**config.mk**
```make
export PLATFORM = sky130hd
export DESIGN_NAME = mem_wb
export DESIGN_NICKNAME = d
export VERILOG_FILES = /design/src/rtl/mem_wb_pkg.sv /design/src/rtl/mem_wb_hilo_reg.sv /design/src/rtl/mem_wb.sv
export SDC_FILE = /design/constraint.sdc
export NUM_CORES = 1
export LEC_CHECK = 0
export CORE_UTILIZATION = 42
export CTS_CLUSTER_SIZE = 24
export DETAILED_ROUTE_END_ITERATION = 8
export GPL_TIMING_DRIVEN = 1
export MAX_ROUTING_LAYER = met4
export PLACE_DENSITY = 0.8
export RECOVER_POWER = 25
export SLEW_MARGIN = 10
export SYNTH_ARGS = -nofsm -noshare
export SYNTH_HDL_FRONTEND = slang
export SYNTH_SLANG_ARGS = --single-unit
export TNS_END_PERCENT = 10
```
**constraint.sdc**
```tcl
create_clock -name clk -period 7.2 [get_ports clk]
set_input_delay 1.8 -clock clk [delete_from_list [all_inputs] [get_ports clk]]
set_output_delay 1.8 -clock clk [all_outputs]
set_load 0.05 [all_outputs]
```
**src/rtl/mem_wb_pkg.sv**
```systemverilog
// Shared defines for the MEM/WB pipeline register: reset/enable encodings,
// bus types, stall vector bit positions and the per-edge update decision.
package mem_wb_pkg;

  localparam logic RstEnable    = 1'b1;
  localparam logic RstDisable   = 1'b0;
  localparam logic WriteEnable  = 1'b1;
  localparam logic WriteDisable = 1'b0;

  localparam int REG_W      = 32;
  localparam int REG_ADDR_W = 5;

  typedef logic [REG_W-1:0]      reg_bus_t;
  typedef logic [REG_ADDR_W-1:0] reg_addr_bus_t;

  localparam reg_bus_t      ZeroWord   = '0;
  localparam reg_addr_bus_t NOPRegAddr = '0;

  localparam int STALL_W   = 6;
  localparam int STALL_MEM = 4;
  localparam int STALL_WB  = 5;

  typedef enum logic [1:0] {
    WB_CAPTURE = 2'd0,
    WB_BUBBLE  = 2'd1,
    WB_HOLD    = 2'd2,
    WB_RESET   = 2'd3
  } wb_action_e;

  // mem stalled while wb proceeds must insert a bubble, otherwise the same
  // instruction would write back twice. stall[4]=0,stall[5]=1 never occurs
  // and simply falls through to capture.
  function automatic wb_action_e wb_action(input logic rst, input logic flush,
                                           input logic [STALL_W-1:0] stall);
    wb_action_e act;
    act = WB_CAPTURE;
    if (rst == RstEnable)                      act = WB_RESET;
    else if (flush)                            act = WB_BUBBLE;
    else if (stall[STALL_MEM] && !stall[STALL_WB]) act = WB_BUBBLE;
    else if (stall[STALL_MEM] &&  stall[STALL_WB]) act = WB_HOLD;
    return act;
  endfunction

endpackage

```
**src/rtl/mem_wb_hilo_reg.sv**
```systemverilog
// Architectural HI/LO storage with a single write port driven from write-back.
module hilo_reg
  import mem_wb_pkg::*;
#(
  parameter int DATA_W = 32
) (
  input  logic              clk,
  input  logic              rst,
  input  logic              wr_en,
  input  logic [DATA_W-1:0] wr_hi,
  input  logic [DATA_W-1:0] wr_lo,
  output logic [DATA_W-1:0] hi,
  output logic [DATA_W-1:0] lo
);

  always_ff @(posedge clk) begin
    if (rst == RstEnable) begin
      hi <= '0;
      lo <= '0;
    end else if (wr_en == WriteEnable) begin
      hi <= wr_hi;
      lo <= wr_lo;
    end
  end

endmodule

```
**src/rtl/mem_wb.sv**
```systemverilog
// MEM/WB pipeline register; also owns HI/LO and LLbit with write-back bypass
// so execute/memory see a value being retired this cycle.
module mem_wb
  import mem_wb_pkg::*;
#(
  parameter int DATA_W = 32,
  parameter int ADDR_W = 5
) (
  input  logic                clk,
  input  logic                rst,
  input  logic [STALL_W-1:0]  stall,
  input  logic                flush,
  input  logic [ADDR_W-1:0]   mem_wd,
  input  logic                mem_wreg,
  input  logic [DATA_W-1:0]   mem_wdata,
  input  logic                mem_whilo,
  input  logic [DATA_W-1:0]   mem_hi,
  input  logic [DATA_W-1:0]   mem_lo,
  input  logic                mem_llbit_we,
  input  logic                mem_llbit_value,
  output logic [ADDR_W-1:0]   wb_wd,
  output logic                wb_wreg,
  output logic [DATA_W-1:0]   wb_wdata,
  output logic                wb_whilo,
  output logic [DATA_W-1:0]   wb_hi,
  output logic [DATA_W-1:0]   wb_lo,
  output logic                wb_llbit_we,
  output logic                wb_llbit_value,
  output logic [DATA_W-1:0]   hi_o,
  output logic [DATA_W-1:0]   lo_o,
  output logic                llbit_o
);

  typedef struct packed {
    logic [ADDR_W-1:0] wd;
    logic              wreg;
    logic [DATA_W-1:0] wdata;
    logic              whilo;
    logic [DATA_W-1:0] hi;
    logic [DATA_W-1:0] lo;
    logic              llbit_we;
    logic              llbit_value;
  } wb_t;

  // Bubble clears data fields as well as enables so waveforms stay readable.
  localparam wb_t WB_BUBBLE_VAL = '{
    wd:          ADDR_W'(NOPRegAddr),
    wreg:        WriteDisable,
    wdata:       '0,
    whilo:       WriteDisable,
    hi:          '0,
    lo:          '0,
    llbit_we:    WriteDisable,
    llbit_value: 1'b0
  };

  wb_t        mem_req;
  wb_t        wb_q;
  wb_action_e act;
  logic [DATA_W-1:0] hi_q, lo_q;
  logic       llbit_q;

  assign mem_req = '{
    wd:          mem_wd,
    wreg:        mem_wreg,
    wdata:       mem_wdata,
    whilo:       mem_whilo,
    hi:          mem_hi,
    lo:          mem_lo,
    llbit_we:    mem_llbit_we,
    llbit_value: mem_llbit_value
  };

  assign act = wb_action(rst, flush, stall);

  always_ff @(posedge clk) begin
    case (act)
      WB_RESET:   wb_q <= WB_BUBBLE_VAL;
      WB_BUBBLE:  wb_q <= WB_BUBBLE_VAL;
      WB_HOLD:    wb_q <= wb_q;
      default:    wb_q <= mem_req;
    endcase
  end

  assign wb_wd          = wb_q.wd;
  assign wb_wreg        = wb_q.wreg;
  assign wb_wdata       = wb_q.wdata;
  assign wb_whilo       = wb_q.whilo;
  assign wb_hi          = wb_q.hi;
  assign wb_lo          = wb_q.lo;
  assign wb_llbit_we    = wb_q.llbit_we;
  assign wb_llbit_value = wb_q.llbit_value;

  // A held wb_whilo rewrites the same HI/LO each stalled cycle; harmless.
  hilo_reg #(.DATA_W(DATA_W)) u_hilo (
    .clk   (clk),
    .rst   (rst),
    .wr_en (wb_q.whilo),
    .wr_hi (wb_q.hi),
    .wr_lo (wb_q.lo),
    .hi    (hi_q),
    .lo    (lo_q)
  );

  always_comb begin
    hi_o = hi_q;
    lo_o = lo_q;
    if (rst == RstEnable) begin
      hi_o = '0;
      lo_o = '0;
    end else if (wb_q.whilo == WriteEnable) begin
      hi_o = wb_q.hi;
      lo_o = wb_q.lo;
    end
  end

  // Flush breaks any LL/SC reservation and beats a pending write-back update.
  always_ff @(posedge clk) begin
    if (rst == RstEnable)                    llbit_q <= 1'b0;
    else if (flush)                          llbit_q <= 1'b0;
    else if (wb_q.llbit_we == WriteEnable)   llbit_q <= wb_q.llbit_value;
  end

  always_comb begin
    llbit_o = llbit_q;
    if (flush)                               llbit_o = 1'b0;
    else if (wb_q.llbit_we == WriteEnable)   llbit_o = wb_q.llbit_value;
  end

endmodule

```
==> impl_results.md <==
* Status: finished with violations
* Failing checks: max-capacitance violations, max-slew violations
* All-layer global routing usage at between 20% and 30%
* Reg area at approximately 4500 um^2
* Final hold vios at 0
* Clk root buf: clkbuf_16
* Number of synthesized register bits at 170
* Area of the multi-input gates at roughly 1800 um^2
* Initial antenna violation count at 1
* Number of flops mapped to enable cells by yosys at around 110
* Register clock-pin slew on the reported worst setup and hold paths at 60 ps
* Post-synth top area cell: edfxtp_1
* Kind of critical path: input pin to output pin
* Final Max Tran Viols at between 70 and 80
* Mapped cell area at between 6000 and 7000 um^2
* Core Box Area at 15,300 um^2
* H-tree depth at 4
* Final setup violation count at 0
* Final WL at roughly 17 mm
* Post-CTS Setup Inserts at 0
* Clock Latency Late Sink at just over 400 ps
* Resized cells post-CTS at 0
* Post-route cell area at between 9000 and 10,000 um^2
* R2R Path End: u_hilo.lo[10]
* Max FO, Critical Path at 49
* Area Overhead vs Synth at 51.3%
* Most common cell in the netlist: edfxtp_1
* Gr busiest metal: met2
* DR iter-0 viols at between 200 and 250
* Via count at between 4,000 and 5,000
* Post-route setup TNS at 0 ps
* Clock buffer depth at 2
* # nets final at ~830
* Fin Clk Skew at 8.28 ps
* CTS Hold Bufs at 0
* Clock period minus worst slack at approximately 5800 ps
* # DRC at 0
* Detail-routed via count per cell at slightly below 5
* CP peak stage delay at between 700 and 800 ps
* Crit path buf inv count at 3
* Synth Warn # at 0
* Chip width at between 100 and 150 um
* Crit path DAT at approximately 4000 ps
* Layout cells sized above 1 at between 7 and 8%
* Share of the synthesized area in the top cell type at roughly 48%
* Synth top cells by count: edfxtp_1, nor2_1, nor3b_1
* Total power at approximately 0.0023 W
* Grt met2 use at roughly 36%
* Pwr dens at 235 nW/um^2
* Avg Synthesized Cell Area at 14.7 um^2
* Synth cell types at 14
* Crit path cell chain: clkbuf_1, buf_4, nor2_1, clkdlybuf4s50_1
* FFs w/ async S/R, synth at 0%
* Largest vdd supply drop at ~250 uV
* Worst Reg-to-Reg Cells at 3
* Post-Synthesis Cells at ~450
* Post-DP Area at between 9000 and 10,000 um^2
* Max_slew headroom at -102%
* LEAKAGE at between 3 and 4 nW
* Clock Sinks at 170
* IO Pins at between 200 and 300
* First-pass GRT wire length at roughly 25 mm
* Antenna Nets Post-Route at 0
* R2r startpoint: wb_whilo
* Initial core utilization at approximately 43%
* GR Util met1 at 23.4%
* Synth area leaders: edfxtp_1, dfxtp_1, mux2i_1, nor3b_1, nor3b_2
* WHS Path Cells at 2
* Met3 Usage GRT at around 7.5%
* TritonCTS Buffers at 17
* # fillers at around 1,100
* Synth Flop Type: edfxtp_1
* Gp weighted congestion at approximately 0.75
* Global route overflow at 0
* Row Count at 45
* Syn Nets at 562
* Count of input and output buffers at 279
* Hold Crit Endpoint: u_hilo.lo[0]
* Min-Delay Path Class: flop to flop
* CTS tree: done
* Pin count of the biggest net entering global routing at 74
* Crit path max-delay family: buffers and inverters
* WL/cell at around 18 um
* Vias in the first global route at roughly 4,700
* Post-DP HPWL at around 11 mm
* Worst Tran Pin Value at between 3000 and 4000 ps
* RSZ-0062 raised after global routing: false
* Worst EP required at around 5400 ps
* R2r setup slk at approximately 5700 ps
* CP Launch Type: input pin
* FMAX at between 150 and 200 MHz
* Die area at approximately 16,000 um^2
* Drt first pass iters at 4
* Sequential element share of the synthesized area at a little under 70%
* Fin crit share at 80.6%
* Vert. Die Dim at ~130 um
* Hold path start: u_hilo.lo[0]
* Crit. End Element: output pin
* Max-Cap Viols at 1
* Worst path slowest cell: clkdlybuf4s50_1
layout by cell type (no fill, tap or decap), types with 2 or more instances in the layout:
master           synthesis  routed
clkinv_2                 0       2
clkdlybuf4s50_1          0     253
clkbuf_1                12       6
mux2i_1                 65      65
clkbuf_16                0      18
edfxtp_1               105     105
dfxtp_1                 65      65
nor3b_1                 66      84
buf_4                    4       7
nor3b_2                 39      21
clkbuf_8                 0       4
nor2_1                  67      67
dlygate4sd3_1            0      25
area by class of cell:
cell class / instances / area share [%]
Sequential cell: 170 / 44.8
Timing Repair Buffer: 286 / 28.5
Multi-Input combinational cell: 240 / 18.4
Clock buffer: 27 / 5.27
Tap cell: 211 / 2.65
Clock inverter: 5 / 0.339
Antenna cell: 1 / 0.0251
metrics by stage:
| step | setup slack (ps) | std cells | util [%] | hold slack, ps |
|---|---|---|---|---|
| after global placement | 1820 | 907 | 62.2 | 493 |
| after global routing | 1230 | 940 | 65.2 | 540 |
| final | 1400 | 940 | 65.2 | 512 |
| after detailed placement | 1770 | 907 | 62.2 | 498 |
| after CTS | 1730 | 939 | 65.8 | 516 |
| after floorplan | 1550 | 448 | - | 456 |
tightest hold or removal path, cell delays in order, from the launching register on:
cell and delay [ps]:
dfxtp_1 300, mux2i_1 50, nor2_1 110
worst max-delay path by stage:
stage / startpoint / endpoint / cells after the start
2_1_floorplan: rst / wb_hi[0] / 3
3_3_place_gp: rst / hi_o[19] / 4
3_5_place_dp: rst / lo_o[2] / 4
4_1_cts: rst / lo_o[2] / 4
5_1_grt: rst / lo_o[2] / 4
6_report: rst / lo_o[2] / 4
state kept, by name, indices dropped and copies added, names as in the netlist, 5 cells and up:
signal / cells
wb_hi: 32
u_hilo.lo: 32
wb_lo: 32
wb_wdata: 32
u_hilo.hi: 32
wb_wd: 5
layer usage:
layer,wire [um],up-vias,part of all wire (%)
met4,430,0,2.6
met5,0,-,0
met2,8590,192,51
li1,-,2144,-
met1,6560,2206,39
met3,1250,35,7.4
logic make-up (layout without fill, tap and decap cells):
group | Yosys count | in the layout | share of synthesized area, %
buffers and inverters | 38 | 318 | 3.37
DFF | 170 | 170 | 67.7
muxes | 65 | 65 | 9.89
other | 0 | 1 | 0
and+or+nand+nor | 175 | 175 | 19.0
report_power, final:
| part | internal (W) | switching (W) |
|---|---|---|
| combinational | 0.000149 | 0.000236 |
| clock | 0.000501 | 0.000354 |
| sequential | 0.00108 | 0.0000186 |
| total | 0.00173 | 0.000609 |
No activity file was read; power rests on OpenSTA's default activity.
